**src/rtl/tap_capture_pkg.sv**
```systemverilog
// tap_capture_pkg: shared types and defaults for the tap capture sequencer.
//   state_t     - 2-bit scan FSM state encoding (IDLE, SCAN, DONE)
//   NUM_TAPS_DEF - default number of chain registers
//   TAP_W_DEF    - default tap index width, derived via tap_w()
package tap_capture_pkg;

  typedef logic [1:0] state_t;

  localparam state_t IDLE = 2'd0;
  localparam state_t SCAN = 2'd1;
  localparam state_t DONE = 2'd2;

  localparam int unsigned NUM_TAPS_DEF = 5;

  // Index width for n taps; never narrower than one bit.
  function automatic int unsigned tap_w(input int unsigned n);
    int unsigned w;
    w = $clog2(n);
    return (w < 1) ? 1 : w;
  endfunction

  localparam int unsigned TAP_W_DEF = tap_w(NUM_TAPS_DEF);

endpackage

```
**src/rtl/tap_capture_seq_if.sv**
```systemverilog
// tap_capture_seq_if: data/handshake bundle for tap_capture_seq.
//   in    - serial data into the launch chain
//   start - scan request
//   out   - captured tap bit
//   tap   - index of the tap held in out
//   valid - out/tap hold a fresh capture
//   busy  - scan in progress
// master drives in/start (the environment), slave is the sequencer.
interface tap_capture_seq_if #(
  parameter int unsigned TAP_W = 3
);
  logic             in;
  logic             start;
  logic             out;
  logic [TAP_W-1:0] tap;
  logic             valid;
  logic             busy;

  modport master (
    output in,
    output start,
    input  out,
    input  tap,
    input  valid,
    input  busy
  );

  modport slave (
    input  in,
    input  start,
    output out,
    output tap,
    output valid,
    output busy
  );
endinterface

```
**src/rtl/tap_shift_chain.sv**
```systemverilog
// tap_shift_chain: serial launch register chain.
//   clk - rising-edge clock
//   rst - asynchronous active-high reset, clears every tap
//   in  - serial data, shifted into sr[0] every edge
//   sr  - tap outputs, sr[i] is in delayed by i+1 edges
// One generate block per tap so each launch flop keeps a stable hierarchical
// name (g_tap[i].q) for timing constraints.
module tap_shift_chain #(
  parameter int unsigned NUM_TAPS = 5
) (
  input  logic                clk,
  input  logic                rst,
  input  logic                in,
  output logic [NUM_TAPS-1:0] sr
);

  for (genvar i = 0; i < NUM_TAPS; i++) begin : g_tap
    logic d;
    logic q;

    if (i == 0) begin : g_head
      assign d = in;
    end else begin : g_body
      assign d = sr[i-1];
    end

    always_ff @(posedge clk or posedge rst) begin
      if (rst) begin
        q <= 1'b0;
      end else begin
        q <= d;
      end
    end

    assign sr[i] = q;
  end

endmodule

```
**src/rtl/tap_capture_seq.sv**
```systemverilog
// tap_capture_seq: scans every tap of a serial launch chain through one shared
// select mux into a single capture register.
//   clk - rising-edge clock
//   rst - asynchronous active-high reset
//   bus - slave side of tap_capture_seq_if:
//         in/start in, out/tap/valid/busy out (all outputs registered)
// A start accepted in IDLE launches a scan: tap 0..NUM_TAPS-1 are captured on
// consecutive edges, then one DONE cycle returns to IDLE. Because the chain
// shifts in lockstep with the scan index, every capture of one scan sees the
// bit that was on `in` at the edge that accepted start.
module tap_capture_seq
  import tap_capture_pkg::*;
#(
  parameter int unsigned NUM_TAPS = NUM_TAPS_DEF,
  parameter int unsigned TAP_W    = TAP_W_DEF
) (
  input logic              clk,
  input logic              rst,
  tap_capture_seq_if.slave bus
);

  localparam logic [TAP_W-1:0] LAST_IDX = TAP_W'(NUM_TAPS - 1);

  logic [NUM_TAPS-1:0] sr;

  state_t           state_q, state_d;
  logic [TAP_W-1:0] idx_q, idx_d;
  logic             out_q, out_d;
  logic [TAP_W-1:0] tap_q, tap_d;
  logic             valid_q, valid_d;
  logic             busy_q, busy_d;
  logic             sel_bit;

  tap_shift_chain #(
    .NUM_TAPS(NUM_TAPS)
  ) u_chain (
    .clk(clk),
    .rst(rst),
    .in (bus.in),
    .sr (sr)
  );

  // Shared NUM_TAPS:1 select mux; written as a compare loop so that index
  // codes beyond NUM_TAPS-1 (non-power-of-two chains) decode to 0 cleanly.
  always_comb begin
    sel_bit = 1'b0;
    for (int i = 0; i < NUM_TAPS; i++) begin
      if (idx_q == TAP_W'(i)) begin
        sel_bit = sr[i];
      end
    end
  end

  always_comb begin
    state_d = state_q;
    idx_d   = idx_q;
    out_d   = out_q;
    tap_d   = tap_q;
    valid_d = valid_q;
    case (state_q)
      IDLE: begin
        valid_d = 1'b0;
        if (bus.start) begin
          state_d = SCAN;
          idx_d   = '0;
        end
      end
      SCAN: begin
        out_d   = sel_bit;
        tap_d   = idx_q;
        valid_d = 1'b1;
        if (idx_q == LAST_IDX) begin
          state_d = DONE;
        end else begin
          idx_d = idx_q + TAP_W'(1);
        end
      end
      DONE: begin
        valid_d = 1'b0;
        state_d = IDLE;
      end
      default: begin
        valid_d = 1'b0;
        state_d = IDLE;
        idx_d   = '0;
      end
    endcase
    // busy is its own flop so the output has no decode logic behind it.
    busy_d = (state_d != IDLE);
  end

  always_ff @(posedge clk or posedge rst) begin
    if (rst) begin
      state_q <= IDLE;
      idx_q   <= '0;
      out_q   <= 1'b0;
      tap_q   <= '0;
      valid_q <= 1'b0;
      busy_q  <= 1'b0;
    end else begin
      state_q <= state_d;
      idx_q   <= idx_d;
      out_q   <= out_d;
      tap_q   <= tap_d;
      valid_q <= valid_d;
      busy_q  <= busy_d;
    end
  end

  assign bus.out   = out_q;
  assign bus.tap   = tap_q;
  assign bus.valid = valid_q;
  assign bus.busy  = busy_q;

endmodule

```
**src/flat_wrapper.sv**
```systemverilog
// flat-port wrapper written by rule: the top's interface ports become plain ports
module tap_capture_seq_flat import tap_capture_pkg::*;
#(
  parameter int unsigned NUM_TAPS = NUM_TAPS_DEF,
  parameter int unsigned TAP_W    = TAP_W_DEF
)
  (clk, rst, bus_in, bus_start, bus_out, bus_tap, bus_valid, bus_busy);
  tap_capture_seq_if #(.TAP_W(TAP_W)) bus_i ();
  input logic clk;
  input logic rst;
  input wire logic [$bits(bus_i.in)-1:0] bus_in;
  input wire logic [$bits(bus_i.start)-1:0] bus_start;
  output wire logic [$bits(bus_i.out)-1:0] bus_out;
  output wire logic [$bits(bus_i.tap)-1:0] bus_tap;
  output wire logic [$bits(bus_i.valid)-1:0] bus_valid;
  output wire logic [$bits(bus_i.busy)-1:0] bus_busy;
  assign bus_i.in = bus_in;
  assign bus_i.start = bus_start;
  assign bus_out = bus_i.out;
  assign bus_tap = bus_i.tap;
  assign bus_valid = bus_i.valid;
  assign bus_busy = bus_i.busy;
  tap_capture_seq #(.NUM_TAPS(NUM_TAPS), .TAP_W(TAP_W)) u_core (.clk(clk), .rst(rst), .bus(bus_i));
endmodule
```
**config.mk**
```make
export PLATFORM = sky130hd
export DESIGN_NAME = tap_capture_seq_flat
export DESIGN_NICKNAME = d
export VERILOG_FILES = /design/src/rtl/tap_capture_pkg.sv /design/src/rtl/tap_capture_seq_if.sv /design/src/rtl/tap_shift_chain.sv /design/src/rtl/tap_capture_seq.sv /design/src/flat_wrapper.sv
export SDC_FILE = /design/constraint.sdc
export NUM_CORES = 1
export LEC_CHECK = 0
export CORE_MARGIN = 10
export CORE_UTILIZATION = 25
export DETAILED_ROUTE_END_ITERATION = 12
export MAX_ROUTING_LAYER = met4
export PLACE_DENSITY = 0.53
export SLEW_MARGIN = 15
export SYNTH_ARGS = -nofsm -noshare
export SYNTH_HDL_FRONTEND = slang
export SYNTH_SLANG_ARGS = --single-unit
```
**constraint.sdc**
```tcl
create_clock -name clk -period 1.3 [get_ports clk]
set_input_delay 0.325 -clock clk [delete_from_list [all_inputs] [get_ports clk]]
set_output_delay 0.325 -clock clk [all_outputs]
set_load 0.02 [all_outputs]
```
-- After elaboration in Yosys (flattened, before gate mapping)
Cells that the tools add are included.
Widths: inputs -> output; s select.
- bits in registers: 16
- input port bits: 4
- output and inout port bits: 6
- word-level logic and storage cells: 37
- add/subtract/negate cells: 1
- equality and inequality tests: 8
- mux-type cells: 12
- bitwise operators: 1
- reduce and logical (&&, ||, !) cells: 4
- operators with widths (cell ; number):
    $pmux 3 s3 ; 1
    $eq 3x2->1 const B ; 2
    $mux 1 ; 6
    $mux 3 ; 2
    $mux 2 ; 2
    $ne 2x2->1 const B ; 2
    $pmux 2 s2 ; 1
    $add 3x1->3 const B ; 1
    $eq 3x1->1 const B ; 1
    $eq 3x3->1 const B ; 1
    $logic_not 3->1 ; 1
    $reduce_and 3->1 ; 1
    $eq 2x1->1 const B ; 1
    $eq 2x2->1 const B ; 1
    $logic_not 2->1 ; 1
    $reduce_bool 2->1 ; 1
    $not 1->1 ; 1

-- Longest topological paths before layout
Gate-level depths: netlist of run 1.
- depth after elaboration: 6
- gate-level depth with buffers: 5
- gate-level depth less buffers: 5

-- Hierarchy
A second synthesis of run 1 with hierarchy kept.
- cell total of the unflattened synthesis: 61
- area, all modules: 710.7 sq um
- modules (own cells, without submodules) (module ; times used ; cells each ; area an instance (sq um) ; seq. area each (sq um)):
    tap_capture_seq ; 1 ; 50 ; 544.3 ; 275.3
    tap_shift_chain ; 1 ; 11 ; 166.4 ; 125.1

-- Least setup slack after synthesis of run 1
No wires, ideal clock.
- path type: reg2reg
- start point: register u_core.idx_q[0]
- end point: register u_core.out_q, in the netlist u_core.bus.out
- setup time: 87 ps
- arrival: 1310 ps
- data required time: 1213 ps
- slack: -96 ps
- cell stages (with the launch flop): 6
- path buffers: 0
- period minus slack after synthesis: 1396 ps
- cells stage by stage: dfrtp_1 inv_1 ha_1 nand3b_1 a2111o_1 a211oi_2
- word-level cells in the longest chain between the ends: 6
- elaborated cells between the ends (all ways): 10
- classes of those cells: 4 x eq/ne; 5 x mux; 1 x reduce/logical
- RTL lines (item ; line ; source):
    start, declared ; tap_capture_seq.sv:27 ; logic [TAP_W-1:0] idx_q, idx_d;
    start signal, assigned ; tap_capture_seq.sv:102 ; idx_q <= idx_d;
    $logic_not 3->1 ; tap_capture_seq.sv:48 ; if (idx_q == TAP_W'(i)) begin
    $mux 1 (4 in series) ; tap_capture_seq.sv:48 ;
    $mux 1 * ; tap_capture_seq.sv:48 ;
    end signal, assigned ; tap_capture_seq.sv:103 ; out_q <= out_d;
    end, declared ; tap_capture_seq.sv:28 ; logic out_q, out_d;
Every way passes the cells marked *; elsewhere a longest branch is shown, timed or not.
A chain may end at the register's enable or synchronous reset.

-- Final worst setup path of run 1
Ends and elaborated chain as after synthesis.

==> flow_metrics.py, run 1 <==
metrics = {
    "run_status": {
        "status": "finished with violations",
        "violations_in_the_final_reports": "negative setup slack",
    },
    "power_and_ir_drop": {
        "internal_power_mw": 1.30,
        "total_power_mw": 2.16,
        "p_leak_nw": 0.417,
        "netSwitchingPower_mw": 0.857,
        "clockPowerShare_pct": 12.1,
        "combinationalPowerShare_pct": 52.0,
        "power.density_mw_per_mm2": 2490,
        "power.share.sequential_pct": 36.0,
        "p_sw_share_pct": 39.7,
        "max-vdd-ir-drop_uv": 1620,
    },
    "layout": {
        "finalNonFillerCells": 105,
        "area_delta_synth_final_pct": 29.8,
        "antenna_fix_cells": 0,
        "postLayoutCellArea_sq_um": 866,
        "final_net_count": 86,
        "layout.core_utilization_pct": 34.3,
        "drive_gt1_share_pct": 32.0,
    },
    "worst_setup_path": {
        "worstPathMaxFanout": 4,
        "endpoint_kind": "flop",
        "timing.setup.critical_path_class": "flop to flop",
        "cell_chain_of_the_critical_path": "ha_1 -> ha_1 -> a2111o_1 -> a211oi_2",
        "crit_path_start": "u_core.idx_q[0]$_DFFE_PP0P_",
        "critPathMaxStageDelay_ns": 0.43,
        "category_of_the_worst_setup_path_launch_point": "flop",
        "rrSetupSlack_ns": -0.16,
        "most_frequent_cell_on_critical_path": "sky130_fd_sc_hd__ha_1",
        "timing.reg2reg.worst_path_depth": 4,
        "worstPathRequired_ns": 1.51,
        "rr_startpoint": "u_core.idx_q[0]$_DFFE_PP0P_",
        "crit_slowest_cell": "sky130_fd_sc_hd__dfrtp_1",
        "cp_data_arrival_time_ns": 1.67,
    },
    "placed_design": {
        "postPlaceCellArea_sq_um": 853,
        "post-place-ws_ns": -0.132,
        "input_output_buffers": 9,
        "place_inst": 102,
        "place_hpwl_um": 997,
        "finalWeightedCongestion": 0.821,
    },
    "detailed_routing": {
        "post_drt_via_cell_ratio": 4.50,
        "drtPass1Iterations": 3,
        "drcViolationCount": 0,
        "wire_per_inst_um": 13.0,
        "detailed_route_via_count": 473,
        "totalWireLength_um": 1360,
        "postRouteAntennaNets": 0,
        "initialDrtViolationCount": 20,
    },
    "clock_tree": {
        "htree_num_levels": 1,
        "cts_post_setup_buffers_inserted": 0,
        "cts_hold_buffers": 0,
        "cts_made_buffers": 3,
        "cts_tree": "built",
        "cts_root_buffer": "sky130_fd_sc_hd__clkbuf_4",
        "cts.reportedPaths.clkPinSlew_ns": 0.09,
        "tritoncts_num_sinks": 16,
        "clk_latency_ns": 0.29,
        "cts.path.max_buffers": 2,
    },
    "synth": {
        "yosysTopAreaCell": "sky130_fd_sc_hd__dfrtp_1",
        "synth_seq_area_share_pct": 60.0,
        "synth_area_leaders": "sky130_fd_sc_hd__dfrtp_1 60%, sky130_fd_sc_hd__ha_1 9.4%, sky130_fd_sc_hd__inv_1 3.4%, sky130_fd_sc_hd__a21oi_1 2.3%, sky130_fd_sc_hd__o21ai_0 2.3%",
        "yosys.cell_count.top_type": "sky130_fd_sc_hd__dfrtp_1",
        "synth_commonest_cells": "16 x sky130_fd_sc_hd__dfrtp_1, 6 x sky130_fd_sc_hd__inv_1, 5 x sky130_fd_sc_hd__ha_1, 4 x sky130_fd_sc_hd__nand2_1, 4 x sky130_fd_sc_hd__nor2_1",
        "synthesis.area_sq_um": 667,
        "synthesis.instances": 55,
        "synth_fp_nets": 64,
        "synth_top_area_share_pct": 60.0,
        "synth_ff_type": "sky130_fd_sc_hd__dfrtp_1",
        "synth_async_sr_flop_share_pct": 100,
        "synth-edff-count": 0,
        "netlist-cell-type-count": 21,
        "total_of_flip_flops_plus_latches_after_synthesis": 16,
        "avgSynthCellArea_sq_um": 12.1,
        "ys.warnings.count": 0,
    },
    "floorplanning": {
        "initial_utilization_pct": 26.4,
        "core_area_sq_mm": 0.00252,
        "pin_count": 10,
        "die-area_sq_mm": 0.00513,
        "fp-row-count": 18,
        "die_h_um": 71.7,
        "dieWidth_um": 71.7,
    },
    "global_routing": {
        "grt_pass1_wl_um": 2440,
        "total_routing_resource_utilization_after_global_routing_pct": 6.06,
        "grt_pass1_vias": 520,
        "grt_remaining_overflow": 0,
        "pin_count_of_the_biggest_net_entering_global_routing": 17,
        "antenna_violations_before_repair": 0,
    },
    "sta": {
        "fmaxAchievable_ghz": 0.686,
        "rsz0062_at_grt": "yes",
        "max_slew.worst_pin.slew_ns": 0.309,
        "timing_hold_violations_final": 0,
        "final_sum_of_negative_setup_slack_ns": -0.159,
        "timing.clock.skew_ns": 0.00450,
        "drv_slew": 0,
        "min_period_over_period_pct": 112,
        "maxSlewHeadroom_pct": 79.4,
        "timing.final.ws_setup_ns": -0.159,
        "hold_ws_ns": 0.344,
        "final.min_clock_period_ns": 1.46,
        "setup-violations-final": 1,
    },
    "run": {
        "max_cap_violations": 0,
    },
    "worst_hold_path": {
        "worst_hold_path_type": "primary input to async pin",
    },
}
worst max-delay path: cells and delay by family, from the launching register on:
family,cells,cell delay (ns)
AOI/OAI and AO/OA,2,0.53
adders and majority gates,2,0.42
DFF,1,0.43
sequential cells by signal, summed over array words and instances, names as in the netlist:
| name | flops |
|---|---|
| u_core.u_chain.g_tap.q | 5 |
| u_core.bus.out | 1 |
| u_core.bus.tap | 3 |
| u_core.bus.busy | 1 |
| u_core.idx_q | 3 |
| u_core.state_q | 2 |
| u_core.bus.valid | 1 |
routing by layer:
metal	share of wire, %	track usage (%)	vias to the layer above
li1	-	-	230
met1	47	6.68	229
met2	46	9.22	10
met3	6.3	3.58	4
met4	0.59	1.29	0
met5	0	-	-
path summary, 6_finish.rpt:
check                                                            to
worst max register to register           u_core.bus.out$_DFFE_PP0P_
worst min register to register  u_core.u_chain.g_tap[2].q$_DFF_PP0_
max in group asynchronous             u_core.bus.tap[0]$_DFFE_PP0P_
worst min-delay path                     u_core.bus.out$_DFFE_PP0P_
min in group clk                u_core.u_chain.g_tap[2].q$_DFF_PP0_
worst max-delay path                     u_core.bus.out$_DFFE_PP0P_
power by group through the flow:
stage          registers [mW]  clock network [mW]  logic (mW)
3_5_place_dp            0.789                   0        1.15
4_1_cts                 0.779               0.269        1.18
6_report                0.777               0.260        1.12
3_3_place_gp            0.780                   0        1.13
5_1_grt                 0.808               0.300        1.25
2_1_floorplan           0.899                   0       0.564
area by class of cell:
type | count | area, sq um
fillers | 270 | 1660
flip-flops and latches | 16 | 400
multi-input cells | 32 | 255
repair buffers | 18 | 128
well taps | 30 | 37.5
clock buffers | 3 | 22.5
inverters | 6 | 22.5
cells in the final DEF, fill, tap and decap left out, drive strengths merged:
cell           netlist  routed
dfrtp               16      16
buf                  1      12
inv                  6       6
clkbuf               0       6
ha                   5       5
nor2                 4       4
nand2                4       4
a21oi                3       3
o21ai                3       3
clkdlybuf4s50        0       3
nand2b               1       1
a21o                 1       1
mux2i                1       1
o2bb2ai              1       1
a311oi               1       1
nand3b               1       1
nor2b                1       1
a2111o               1       1
a221oi               1       1
nor3                 1       1
a211oi               1       1
xnor2                1       1
a22o                 1       1
cells by family (layout without fill, tap and decap cells):
logic type	Yosys count	count (layout)	share of synthesized area [%]
flip-flops	16	16	60.0
buffers and inverters	7	27	5.07
AO/OA/AOI/OAI	13	13	14.4
multiplexers	1	1	1.50
XOR/XNOR	1	1	1.31
adder cells (fa/ha/maj)	5	5	9.38
AND/OR/NAND/NOR	12	12	8.25
timing repair:
action / in CTS / in global routing
resized for setup: 18 / 7
setup endpoints to repair: 8 / 7
cloned: 0 / 0
endpoints found under the hold margin: 0 / 0
Note: power is estimated with default switching activity, not from simulation.
==> inputs of run 2 (changes only) <==
--- a/config.mk
+++ b/config.mk
@@ -5,11 +5,13 @@
 export SDC_FILE = /design/constraint.sdc
 export NUM_CORES = 1
 export LEC_CHECK = 0
+export ABC_AREA = 1
 export CORE_MARGIN = 10
 export CORE_UTILIZATION = 25
 export DETAILED_ROUTE_END_ITERATION = 12
+export HOLD_SLACK_MARGIN = 0.05
 export MAX_ROUTING_LAYER = met4
-export PLACE_DENSITY = 0.53
+export PLACE_DENSITY = 0.52
 export SLEW_MARGIN = 15
 export SYNTH_ARGS = -nofsm -noshare
 export SYNTH_HDL_FRONTEND = slang
==> run 2 against run 1 <==
Effect of this change:
- the run now ends clean
- sequential power fell by 2%
- die area up 2.0%
- register-to-register slack better by 0.21 ns
- hold slack is essentially flat
- via count stayed put
- first-iteration DRC count is 40% lower
- fmax up 16%
- synthesized area rose by 2.8%
- flip-flop and latch count unchanged
- global-route usage shrank 0.78 points
- largest cell class unchanged
==> flow_metrics.py, run 2 <==
metrics = {
    "worst_setup_path": {
        "critPathMaxStageDelay_ns": 0.39,
        "worstPathRequired_ns": 0.98,
        "critPathTopFamily": "flip-flops",
        "cp_num_buf_inv": 1,
        "worstPathMaxFanout": 2,
        "cell_chain_of_the_critical_path": "clkdlybuf4s15_2",
        "endpoint_kind": "primary output",
        "timing.setup.critical_path_class": "flop to primary output",
        "cp_data_arrival_time_ns": 0.93,
        "category_of_the_worst_setup_path_launch_point": "flop",
        "crit_slowest_cell": "sky130_fd_sc_hd__dfrtp_1",
    },
    "synth": {
        "yosysTopAreaCell": "sky130_fd_sc_hd__dfrtp_1",
        "synth_commonest_cells": "16 x sky130_fd_sc_hd__dfrtp_1, 15 x sky130_fd_sc_hd__nand2_1, 9 x sky130_fd_sc_hd__inv_1",
        "synth_seq_area_share_pct": 58.4,
        "synth_area_leaders": "sky130_fd_sc_hd__dfrtp_1 58%, sky130_fd_sc_hd__ha_1 9.1%, sky130_fd_sc_hd__nand2_1 8.2%, sky130_fd_sc_hd__inv_1 4.9%, sky130_fd_sc_hd__o21ai_1 3.6%",
        "synth_ff_type": "sky130_fd_sc_hd__dfrtp_1",
        "synth-edff-count": 0,
        "ys.warnings.count": 0,
        "synthesis.area_sq_um": 686,
        "synth_async_sr_flop_share_pct": 100,
        "synthesis.instances": 68,
        "total_of_flip_flops_plus_latches_after_synthesis": 16,
        "netlist-cell-type-count": 14,
        "avgSynthCellArea_sq_um": 10.1,
        "yosys.cell_count.top_type": "sky130_fd_sc_hd__dfrtp_1",
        "synth_top_area_share_pct": 58.4,
        "synth_fp_nets": 77,
    },
    "floorplanning": {
        "core_area_sq_mm": 0.00254,
        "dieWidth_um": 72.4,
        "fp-row-count": 18,
        "die-area_sq_mm": 0.00524,
        "initial_utilization_pct": 26.9,
        "pin_count": 10,
        "die_h_um": 72.4,
    },
    "clock_tree": {
        "cts_tree": "built",
        "cts_hold_buffers": 0,
        "htree_num_levels": 1,
        "cts_made_buffers": 3,
        "tritoncts_num_sinks": 16,
        "cts.path.max_buffers": 2,
        "cts_root_buffer": "sky130_fd_sc_hd__clkbuf_4",
        "cts.reportedPaths.clkPinSlew_ns": 0.10,
        "clk_latency_ns": 0.28,
    },
    "sta": {
        "drv_slew": 0,
        "final.min_clock_period_ns": 1.25,
        "setup-violations-final": 0,
        "timing_hold_violations_final": 0,
        "rsz0062_at_grt": "yes",
        "min_period_over_period_pct": 96.3,
        "maxSlewHeadroom_pct": 82.2,
        "max_slew.worst_pin.slew_ns": 0.267,
        "fmaxAchievable_ghz": 0.799,
        "timing.final.ws_setup_ns": 0.0479,
        "timing.clock.skew_ns": 0.00542,
    },
    "placed_design": {
        "place_hpwl_um": 918,
        "postPlaceCellArea_sq_um": 840,
        "finalWeightedCongestion": 0.693,
        "input_output_buffers": 9,
        "post-place-ws_ns": -0.00842,
    },
    "global_routing": {
        "grt_pass1_vias": 453,
        "pin_count_of_the_biggest_net_entering_global_routing": 17,
        "grt_remaining_overflow": 0,
        "grt_pass1_wl_um": 2040,
        "total_routing_resource_utilization_after_global_routing_pct": 5.28,
        "antenna_violations_before_repair": 0,
    },
    "worst_hold_path": {
        "worst_hold_path_type": "primary input to async pin",
    },
    "power_and_ir_drop": {
        "max-vdd-ir-drop_uv": 1120,
        "power.density_mw_per_mm2": 2400,
        "p_leak_nw": 0.428,
    },
    "detailed_routing": {
        "drcViolationCount": 0,
        "postRouteAntennaNets": 0,
        "detailed_route_via_count": 473,
        "post_drt_via_cell_ratio": 4.04,
        "drtPass1Iterations": 4,
        "wire_per_inst_um": 10.9,
        "totalWireLength_um": 1270,
        "initialDrtViolationCount": 12,
    },
    "run_status": {
        "status": "finished clean",
    },
    "layout": {
        "drive_gt1_share_pct": 35.6,
        "area_delta_synth_final_pct": 34.1,
        "max_flop_register": "u_core.u_chain.g_tap.q",
        "final_net_count": 97,
        "layout.core_utilization_pct": 36.1,
        "postLayoutCellArea_sq_um": 920,
        "antenna_fix_cells": 0,
        "flip_flop_count_of_the_largest_register_after_layout": 5,
        "mostFrequentLayoutCell": "sky130_fd_sc_hd__dfrtp_1",
        "layout.cells.most_common_list": "16 x sky130_fd_sc_hd__dfrtp_1, 15 x sky130_fd_sc_hd__nand2_1, 7 x sky130_fd_sc_hd__buf_4, 6 x sky130_fd_sc_hd__inv_1",
    },
    "run": {
        "max_cap_violations": 0,
    },
}
==> run 2: final timing paths <==
path | from | endpoint | slack [ns] | cells after the start
worst max register to register | u_core.idx_q[1]$_DFFE_PP0P_ | u_core.bus.out$_DFFE_PP0P_ | 0.05 | 9
max in group asynchronous | rst | u_core.bus.tap[2]$_DFFE_PP0P_ | 0.78 | 3
worst min register to register | u_core.u_chain.g_tap[0].q$_DFF_PP0_ | u_core.u_chain.g_tap[1].q$_DFF_PP0_ | 0.39 | 0
worst min-delay path | rst | u_core.state_q[0]$_DFF_PP0_ | 0.34 | 3
min in group clk | u_core.u_chain.g_tap[0].q$_DFF_PP0_ | u_core.u_chain.g_tap[1].q$_DFF_PP0_ | 0.39 | 0
worst max-delay path | u_core.bus.tap[1]$_DFFE_PP0P_ | bus_tap[1] | 0.05 | 1
==> run 2: cell type report <==
class | instances | area [sq um]
tap | 30 | 37.5
sequential | 16 | 400
fill | 259 | 1630
multi-input combinational | 41 | 283
clock buffer | 4 | 36.3
inverter | 10 | 37.5
timing repair buffer | 16 | 125
==> run 2: logic make-up (layout without fill, tap and decap cells) <==
kind of cell,after synthesis,in the layout,synth area share (%)
compound gates,9,9,7.12
fa+ha+maj,5,5,9.12
buf+inv,11,30,7.12
flops,16,16,58.4
simple gates,27,27,18.2
==> run 2: power by group <==
group / internal (mW) / switching [mW] / total, mW
Sequential: 0.660 / 0.104 / 0.764
Combinational: 0.480 / 0.631 / 1.11
Clock: 0.170 / 0.159 / 0.329
==> run 2: through the flow <==
step	cells	TNS [ns]	power [mW]	hold slack [ns]
after detailed placement	111	-0.0165	1.79	0.369
final	117	0	2.20	0.344
after CTS	116	0	2.13	0.352
after global placement	111	0	1.78	0.359
after floorplan	68	0	1.45	0.239
after global routing	117	-0.0967	2.41	0.360
==> run 2: metal layers <==
metal  up-vias  track usage, %  share of wire [%]
met1       214            5.67                 47
li1        248               -                  -
met2         9            7.19                 45
met3         2            2.86                7.1
met4         0            3.80               0.94
met5         -               -                  0
==> run 2: timing repair <==
item,CTS,global route
pin swaps,0,5
setup buffers,1,1
endpoints found under the hold margin,0,0
setup endpoints to repair,9,8
gates cloned,0,0
resized for setup,15,16
==> inputs of run 3 (changes only) <==
--- a/config.mk
+++ b/config.mk
@@ -11,7 +11,7 @@
 export DETAILED_ROUTE_END_ITERATION = 12
 export HOLD_SLACK_MARGIN = 0.05
 export MAX_ROUTING_LAYER = met4
-export PLACE_DENSITY = 0.52
+export PLACE_DENSITY = 0.51
 export SLEW_MARGIN = 15
 export SYNTH_ARGS = -nofsm -noshare
 export SYNTH_HDL_FRONTEND = slang
==> constraint.sdc (replaced) <==
create_clock -name clk -period 1.4 [get_ports clk]
set_input_delay 0.35 -clock clk [delete_from_list [all_inputs] [get_ports clk]]
set_output_delay 0.35 -clock clk [all_outputs]
set_load 0.02 [all_outputs]
==> run 3 against run 2 <==
Effect of this change:
- first-iteration DRC count fell by 42%
- flip-flop and latch count unchanged
- utilization shrank 2.5 points
- clock power shrank 7.9%
- non-clock buffer count fell by 4
- via count decreased by 3.0%
- setup slack better by 0.010 ns
- critical endpoint unchanged
- largest cell class unchanged
==> flow_metrics.py, run 3 (same netlist as run 2, synthesis figures left out) <==
metrics = {
    "placed_design": {
        "finalWeightedCongestion": 0.714,
        "post-place-ws_ns": 0.0380,
        "place_inst": 109,
        "place_hpwl_um": 879,
        "input_output_buffers": 9,
    },
    "worst_setup_path": {
        "cp_data_arrival_time_ns": 0.99,
        "critPathMaxStageDelay_ns": 0.39,
        "crit_slowest_cell": "sky130_fd_sc_hd__dfrtp_1",
        "critPathTopFamily": "flip-flops",
        "worstPathRequired_ns": 1.05,
        "worstPathMaxFanout": 2,
        "category_of_the_worst_setup_path_launch_point": "flop",
        "timing.setup.critical_path_class": "flop to primary output",
        "cell_chain_of_the_critical_path": "dlygate4sd2_1",
        "endpoint_kind": "primary output",
        "cp_num_buf_inv": 1,
    },
    "floorplanning": {
        "dieWidth_um": 72.4,
        "core_area_sq_mm": 0.00254,
        "die-area_sq_mm": 0.00524,
        "die_h_um": 72.4,
        "fp-row-count": 18,
        "pin_count": 10,
        "initial_utilization_pct": 26.9,
    },
    "clock_tree": {
        "cts_tree": "built",
        "tritoncts_num_sinks": 16,
        "htree_num_levels": 1,
        "cts_post_setup_buffers_inserted": 0,
        "cts_made_buffers": 3,
        "clk_latency_ns": 0.28,
        "cts.reportedPaths.clkPinSlew_ns": 0.10,
        "cts_root_buffer": "sky130_fd_sc_hd__clkbuf_4",
        "cts.path.max_buffers": 2,
    },
    "run": {
        "max_cap_violations": 0,
    },
    "sta": {
        "final.min_clock_period_ns": 1.34,
        "max_slew.worst_pin.slew_ns": 0.266,
        "final_sum_of_negative_setup_slack_ns": 0,
        "timing.final.ws_setup_ns": 0.0580,
        "timing.clock.skew_ns": 0.00363,
        "maxSlewHeadroom_pct": 82.2,
        "rsz0062_at_grt": "no",
        "min_period_over_period_pct": 95.9,
        "drv_slew": 0,
        "fmaxAchievable_ghz": 0.745,
        "timing_hold_violations_final": 0,
        "setup-violations-final": 0,
        "hold_ws_ns": 0.372,
    },
    "run_status": {
        "status": "finished clean",
    },
    "global_routing": {
        "grt_pass1_vias": 441,
        "grt_remaining_overflow": 0,
        "antenna_violations_before_repair": 0,
        "pin_count_of_the_biggest_net_entering_global_routing": 17,
        "total_routing_resource_utilization_after_global_routing_pct": 5.02,
        "grt_pass1_wl_um": 2060,
    },
    "power_and_ir_drop": {
        "p_leak_nw": 0.418,
        "power.density_mw_per_mm2": 2180,
        "max-vdd-ir-drop_uv": 1070,
    },
    "layout": {
        "flip_flop_count_of_the_largest_register_after_layout": 5,
        "final_net_count": 93,
        "mostFrequentLayoutCell": "sky130_fd_sc_hd__dfrtp_1",
        "drive_gt1_share_pct": 16.9,
        "antenna_fix_cells": 0,
        "max_flop_register": "u_core.u_chain.g_tap.q",
        "layout.cells.most_common_list": "16 x sky130_fd_sc_hd__dfrtp_1, 15 x sky130_fd_sc_hd__nand2_1, 8 x sky130_fd_sc_hd__inv_1, 6 x sky130_fd_sc_hd__dlygate4sd2_1",
        "area_delta_synth_final_pct": 24.8,
        "finalNonFillerCells": 113,
    },
    "detailed_routing": {
        "drcViolationCount": 0,
        "detailed_route_via_count": 459,
        "drtPass1Iterations": 2,
        "wire_per_inst_um": 10.3,
        "initialDrtViolationCount": 7,
        "totalWireLength_um": 1170,
        "post_drt_via_cell_ratio": 4.06,
        "postRouteAntennaNets": 0,
    },
    "worst_hold_path": {
        "worst_hold_path_type": "primary input to async pin",
    },
}
-- run 3: cell count changes in the layout (fill, tap and decap cells not counted) --
cell / delta
sky130_fd_sc_hd__a21oi_1: +1
sky130_fd_sc_hd__a21oi_2: -1
sky130_fd_sc_hd__buf_2: -1
sky130_fd_sc_hd__buf_4: -4
sky130_fd_sc_hd__clkbuf_2: -3
sky130_fd_sc_hd__clkdlybuf4s15_2: -2
sky130_fd_sc_hd__dlygate4sd2_1: +6
sky130_fd_sc_hd__ha_1: +4
sky130_fd_sc_hd__ha_2: -1
sky130_fd_sc_hd__ha_4: -3
sky130_fd_sc_hd__inv_1: +2
sky130_fd_sc_hd__inv_2: -2
-- run 3: worst paths after layout --
kind / depth (start not counted) / from / slack, ns / endpoint
max in group asynchronous: 3 / rst / 0.85 / u_core.u_chain.g_tap[4].q$_DFF_PP0_
setup reg to reg: 7 / u_core.idx_q[0]$_DFFE_PP0P_ / 0.12 / u_core.idx_q[1]$_DFFE_PP0P_
min in group clk: 0 / u_core.u_chain.g_tap[1].q$_DFF_PP0_ / 0.38 / u_core.u_chain.g_tap[2].q$_DFF_PP0_
setup / recovery: 1 / u_core.bus.tap[1]$_DFFE_PP0P_ / 0.06 / bus_tap[1]
hold reg to reg: 0 / u_core.u_chain.g_tap[1].q$_DFF_PP0_ / 0.38 / u_core.u_chain.g_tap[2].q$_DFF_PP0_
hold / removal: 3 / rst / 0.37 / u_core.idx_q[1]$_DFFE_PP0P_
-- run 3: timing repair --
| item | in CTS | in global routing |
|---|---|---|
| endpoints found under the hold margin | 0 | 0 |
| hold buffers | 0 | 0 |
| resized for setup | 6 | 2 |
| gates cloned | 0 | 0 |
| endpoints found under the setup margin | 6 | 4 |
-- run 3: area by class of cell --
type | count | area, sq um
fill | 267 | 1690
sequential | 16 | 400
multi-input combinational | 41 | 239
timing repair buffer | 12 | 105
inverter | 10 | 37.5
tap | 30 | 37.5
clock buffer | 4 | 36.3
-- run 3: per-stage QoR --
stage          instance area [sq um]  util (%)  total power, mW
2_1_floorplan                    686         -             1.34
3_3_place_gp                     825      32.4             1.62
3_5_place_dp                     825      32.4             1.63
4_1_cts                          853      33.5             1.89
5_1_grt                          856      33.6             2.06
6_report                         856      33.6             1.86
-- run 3: worst min-delay path: cells and delay by family --
family	cells	cell delay, ns
buf+inv	3	0.67
-- run 3: report_power, final --
group / internal [mW] / switching, mW / leakage [nW]
logic: 0.340 / 0.526 / 0.207
registers: 0.613 / 0.0816 / 0.190
clock network: 0.158 / 0.145 / 0.0210
total: 1.11 / 0.752 / 0.418
-- run 3: per-layer routing --
layer  vias up  global-route usage [%]  share of wire, %
li1        241                       -                 -
met1       206                    5.90                51
met2        10                    6.80                41
met3         2                    3.27               6.9
met4         0                    1.48              0.86
met5         -                       -                 0
